`src/rtl/instruction_fetch.sv`:
```
// Fetch stage: owns the PC, reads a combinational instruction memory and hands
// registered words to the decoder over valid/ready. Optional perf counters: IFETCH_PERF_COUNT_EN.
module instruction_fetch #(
  parameter int unsigned             ADDR_W    = 6,
  parameter int unsigned             INSTR_W   = 16,
  parameter logic [ADDR_W-1:0]       RESET_PC  = {ADDR_W{1'b0}},
  parameter logic [INSTR_W-1:0]      HALT_WORD = {INSTR_W{1'b1}}
) (
  input  logic               clk,
  input  logic               rst,
  input  logic               start,
  input  logic [ADDR_W-1:0]  start_pc,
  input  logic               branch_valid,
  input  logic [ADDR_W-1:0]  branch_target,
  output logic [ADDR_W-1:0]  mem_read_address,
  output logic               mem_read_enable,
  input  logic [INSTR_W-1:0] mem_instruction_in,
  output logic [INSTR_W-1:0] instr_out,
  output logic [ADDR_W-1:0]  instr_pc,
  output logic               instr_valid,
  input  logic               instr_ready,
`ifdef IFETCH_PERF_COUNT_EN
  output logic [15:0]        fetch_count,
  output logic [15:0]        stall_count,
`endif
  output logic               halted
);

  typedef enum logic [1:0] {
    S_IDLE   = 2'd0,
    S_FETCH  = 2'd1,
    S_HALTED = 2'd2
  } state_e;

  state_e             state_q, state_d;
  logic [ADDR_W-1:0]  pc_q, pc_d;
  logic [INSTR_W-1:0] instr_q, instr_d;
  logic [ADDR_W-1:0]  ipc_q, ipc_d;
  logic               valid_q, valid_d;
  logic               halted_q;
  logic               en_q;
  logic               transfer_s;
  logic               load_s;

  assign transfer_s = valid_q && instr_ready;
  assign load_s     = (state_q == S_FETCH) && !branch_valid && (!valid_q || instr_ready);

  // Next-state: branch flush beats halt detection beats capture beats stall.
  always_comb begin
    state_d = state_q;
    pc_d    = pc_q;
    instr_d = instr_q;
    ipc_d   = ipc_q;
    valid_d = valid_q && !transfer_s;
    case (state_q)
      S_IDLE: begin
        if (start) begin
          pc_d    = start_pc;
          state_d = S_FETCH;
        end else begin
          state_d = S_IDLE;
        end
      end
      S_FETCH: begin
        if (branch_valid) begin
          pc_d    = branch_target;
          valid_d = 1'b0;
        end else if (load_s && (mem_instruction_in == HALT_WORD)) begin
          state_d = S_HALTED;
        end else if (load_s) begin
          instr_d = mem_instruction_in;
          ipc_d   = pc_q;
          valid_d = 1'b1;
          pc_d    = pc_q + {{(ADDR_W-1){1'b0}}, 1'b1};
        end else begin
          pc_d    = pc_q;
        end
      end
      S_HALTED: begin
        // A pending word is kept across restart and drains via the default above.
        if (start) begin
          pc_d    = start_pc;
          state_d = S_FETCH;
        end else begin
          state_d = S_HALTED;
        end
      end
      default: begin
        state_d = S_IDLE;
      end
    endcase
  end

  // State and registered outputs.
  always_ff @(posedge clk) begin
    if (rst) begin
      state_q  <= S_IDLE;
      pc_q     <= RESET_PC;
      instr_q  <= {INSTR_W{1'b0}};
      ipc_q    <= {ADDR_W{1'b0}};
      valid_q  <= 1'b0;
      halted_q <= 1'b0;
      en_q     <= 1'b0;
    end else begin
      state_q  <= state_d;
      pc_q     <= pc_d;
      instr_q  <= instr_d;
      ipc_q    <= ipc_d;
      valid_q  <= valid_d;
      halted_q <= (state_d == S_HALTED);
      en_q     <= (state_d == S_FETCH);
    end
  end

  assign mem_read_address = pc_q;
  assign mem_read_enable  = en_q;
  assign instr_out        = instr_q;
  assign instr_pc         = ipc_q;
  assign instr_valid      = valid_q;
  assign halted           = halted_q;

`ifdef IFETCH_PERF_COUNT_EN
  logic [15:0] fetch_cnt_q;
  logic [15:0] stall_cnt_q;
  logic        count_xfer_s;
  logic        count_stall_s;

  // A word flushed by a branch in the same cycle is not a delivery.
  assign count_xfer_s  = transfer_s && !((state_q == S_FETCH) && branch_valid);
  assign count_stall_s = (state_q == S_FETCH) && valid_q && !instr_ready;

  // Saturating performance counters.
  always_ff @(posedge clk) begin
    if (rst) begin
      fetch_cnt_q <= 16'h0000;
      stall_cnt_q <= 16'h0000;
    end else begin
      if (count_xfer_s && (fetch_cnt_q != 16'hFFFF)) begin
        fetch_cnt_q <= fetch_cnt_q + 16'h0001;
      end else begin
        fetch_cnt_q <= fetch_cnt_q;
      end
      if (count_stall_s && (stall_cnt_q != 16'hFFFF)) begin
        stall_cnt_q <= stall_cnt_q + 16'h0001;
      end else begin
        stall_cnt_q <= stall_cnt_q;
      end
    end
  end

  assign fetch_count = fetch_cnt_q;
  assign stall_count = stall_cnt_q;
`endif

endmodule

```
`config.mk`:
```
export PLATFORM = sky130hd
export DESIGN_NAME = instruction_fetch
export DESIGN_NICKNAME = d
export VERILOG_FILES = /design/src/rtl/instruction_fetch.sv
export SDC_FILE = /design/constraint.sdc
export NUM_CORES = 1
export LEC_CHECK = 0
export ABC_AREA = 1
export BUFFER_PORTS_ARGS = -buffer_cell sky130_fd_sc_hd__buf_2
export CAP_MARGIN = 30
export CORE_ASPECT_RATIO = 1.4
export CORE_MARGIN = 2
export CORE_UTILIZATION = 28
export DETAILED_ROUTE_END_ITERATION = 8
export PLACE_DENSITY_LB_ADDON = 0.3
export SLEW_MARGIN = 20
export SYNTH_ARGS = -nofsm -noshare
export SYNTH_HDL_FRONTEND = slang
export SYNTH_SLANG_ARGS = --single-unit
export TNS_END_PERCENT = 100
```
`constraint.sdc`:
```
create_clock -name clk -period 1.3 [get_ports clk]
set_input_delay 0.26 -clock clk [delete_from_list [all_inputs] [get_ports clk]]
set_output_delay 0.26 -clock clk [all_outputs]
set_load 0.005 [all_outputs]
```
==> metrics.md <==
| Metric | Value |
|---|---|
| Worst-Skew Late Latency | about 0.27 ns |
| Clock skew | approximately 0.0042 ns |
| CP required | ~1.5 ns |
| Actual slew at the worst max-slew pin | 0.3390 ns |
| Num CTS Buffers | 5 |
| Vias in the first global route | 1544 |
| Row cnt | 31 |
| Die ar. | around 0.0059 mm2 |
| Critical path class | flip-flop to flip-flop |
| Yosys cell types | 22 |
| Layout net count | 337 |
| Core Util, Final | 42.52% |
| CTS tree | yes |
| Tcrit/Tclk final | between 90 and 100% |
| Most area-consuming cells after synthesis | dfxtp_1, nor2_1, o21ai_0, nand2_1, nand3_1 |
| TritonRoute pass-1 iters | 4 |
| Total core area | 0.005159 mm2 |
| Hold Buf Count CTS | 0 |
| CP Max Fanout | 8 |
| Status | finished, final reports clean |
| R2r setup slk | 0.02 ns |
| # H-tree levels | 2 |
| Final HPWL from detailed placement | approximately 3000 um |
| Hold WS | around 0.21 ns |
| Critical Path AT | 1.45 ns |
| First-pass GRT wire length | about 6600 um |
| WHS Path Cells | 2 |
| DIE WIDTH | between 60 and 70 um |
| RSZ-0062 raised after global routing | yes |
| Number of fill cells | just under 600 |
| PD cells | about 1100 mW/mm2 |
| DR WL/cell | 10.37 um |
| Max Cap Viol | 0 |
| Initial Util | between 20% and 30% |
| Die Y | 90.39 um |
| Hold Path End | state_q[1] |
| Tot Pwr | 2.314 mW |
| DRT iter0 DRCs | 37 |
| Startpoint Class | flip-flop |
| IO Port Bufs | between 60 and 70 |
| Fraction of layout cells with a size suffix above 1 | 40.79% |
| IO Count | 64 |
| Post-Syn Instances | 219 |
| Most frequent cells in the layout | nor2_1, buf_2, nand2_1, dfxtp_1, buf_4 |
| Syn-to-layout area delta | 46.94% |
| R2r endpoint | instr_out[2] |
| Global Route Usage Sum | 13.84% |
| Remaining antenna violation count after routing | 0 |
| Hold_sp | rst |
| Remaining DRCs | 0 |
| Share of the synthesized area in the top cell type | about 44% |
| Worst-path clk slew | 0.07 ns |
| Netlist Area Pre-Place | ~0.0015 mm2 |
| Lkg Pwr | about 1.1 nW |
| Vias per cell | 4.422 |
| Routed WL | between 3000 and 4000 um |
| Top cell type by total area after synthesis | dfxtp_1 |
| Final Slew Violations | 0 |
| Peak supply drop | between 300 and 400 uV |
| ANT cells | 0 |
| CTS max path bufs | 2 |
| Grt ovf | 0 |
| Final min period | 1.284 ns |
| R2R depth | 8 |
| Syn Nets | 253 |
| CTS Root Cell | clkbuf_8 |
| Fin Setup TNS | 0 ns |
| Crit Reg-Reg Startpoint | state_q[0] |
| Sink Count | 33 |
| Max frequency | around 0.78 GHz |
| Final Hold Vio Count | 0 |
| Initial antenna violation count | 0 |
| Commonest non-fill, non-tap cell in the layout | nor2_1 |
| RD Place Congestion | between 0.8 and 0.9 |
| Syn Area/Cell | between 6 and 7 um2 |
| Vias | 1636 |
| Worst setup EP type | flip-flop |
| Hold WC Path Type | input pin to flip-flop |
| Largest net degree at the start of global routing | 23 |
| Synth Register Bits | 33 |
| Post-synthesis sequential area ratio | approximately 44% |
| YS warnings | 0 |
| Relative slew slack | between 70% and 80% |
| Final setup fails | 0 |
[sequential cells by signal (all words and copies together), names as in the netlist]
register          flops
instr_pc              6
halted                1
instr_valid           1
state_q               2
mem_read_enable       1
instr_out            16
mem_read_address      6
[power breakdown]
part	leakage, nW	internal, mW	switching, mW
logic	0.752	0.223	0.242
clock network	0.0395	0.380	0.343
registers	0.273	1.08	0.0457
total	1.06	1.68	0.630
[cell type report]
type                            count  area [um2]  area share (%)
Timing Repair inverter              1       6.256          0.2852
Tap cell                           66       82.58           3.765
Inverter                           12       50.05           2.282
Multi-Input combinational cell    167       837.1           38.16
Clock buffer                        8       80.08           3.651
Sequential cell                    33       664.4           30.29
Timing Repair Buffer               83       473.0           21.56
[cell families after synthesis]
logic type                 Yosys count  synth area share (%)
buffers and inverters               19                 6.537
and+or+nand+nor                    126                 34.37
AOI/OAI and AO/OA                   40                 14.00
DFF                                 33                 44.26
adders and majority gates            1                0.8381
[per-layer routing]
layer  global-route usage, %  wire [um]
met2                   25.34       2080
met3                   2.868        180
met4                   5.208         34
met1                   15.03       1543
met5                       0          0
[cell usage after synthesis (all sizes together)]
cell type,n
nor2,74
o211ai,1
o21ai,32
ha,1
inv,11
a21oi,6
nand2,41
nand3,8
dfxtp,33
nor3b,2
clkinv,1
buf,4
nand4,1
clkbuf,3
o21a,1
[stage by stage]
step,setup WS (ns),instances,instance area [um2]
floorplan,0.01621,219,1493
global placement,-0.1349,360,1981
detailed placement,-0.1838,360,1981
CTS,-0.006006,368,2086
global route,-0.07275,370,2193
finish,0.01628,370,2193
[worst max path at each step]
| stage | depth (start not counted) | end | start |
|---|---|---|---|
| 2_1_floorplan | 8 | instr_out[0] | state_q[0] |
| 3_3_place_gp | 8 | instr_out[10] | mem_instruction_in[5] |
| 3_5_place_dp | 8 | instr_out[13] | mem_instruction_in[3] |
| 4_1_cts | 8 | instr_out[13] | state_q[0] |
| 5_1_grt | 8 | mem_read_address[0] | state_q[0] |
| 6_report | 8 | instr_out[2] | state_q[0] |
[what timing repair did]
item	4_1_cts	5_1_grt
cloned	0	1
buffers inserted	0	1
endpoints found under the setup margin	32	31
endpoints found under the hold margin	0	0
resized for setup	12	47
[worst max-delay path: stages, from the launching register on]
cell     delay (ns)
dfxtp_2        0.35
inv_2          0.05
nor2_4         0.09
nand2_2        0.08
nor2_4         0.14
o21ai_4        0.13
buf_6          0.17
o21ai_1        0.13
nor2_1         0.05
(Power assumes the default switching activity.)
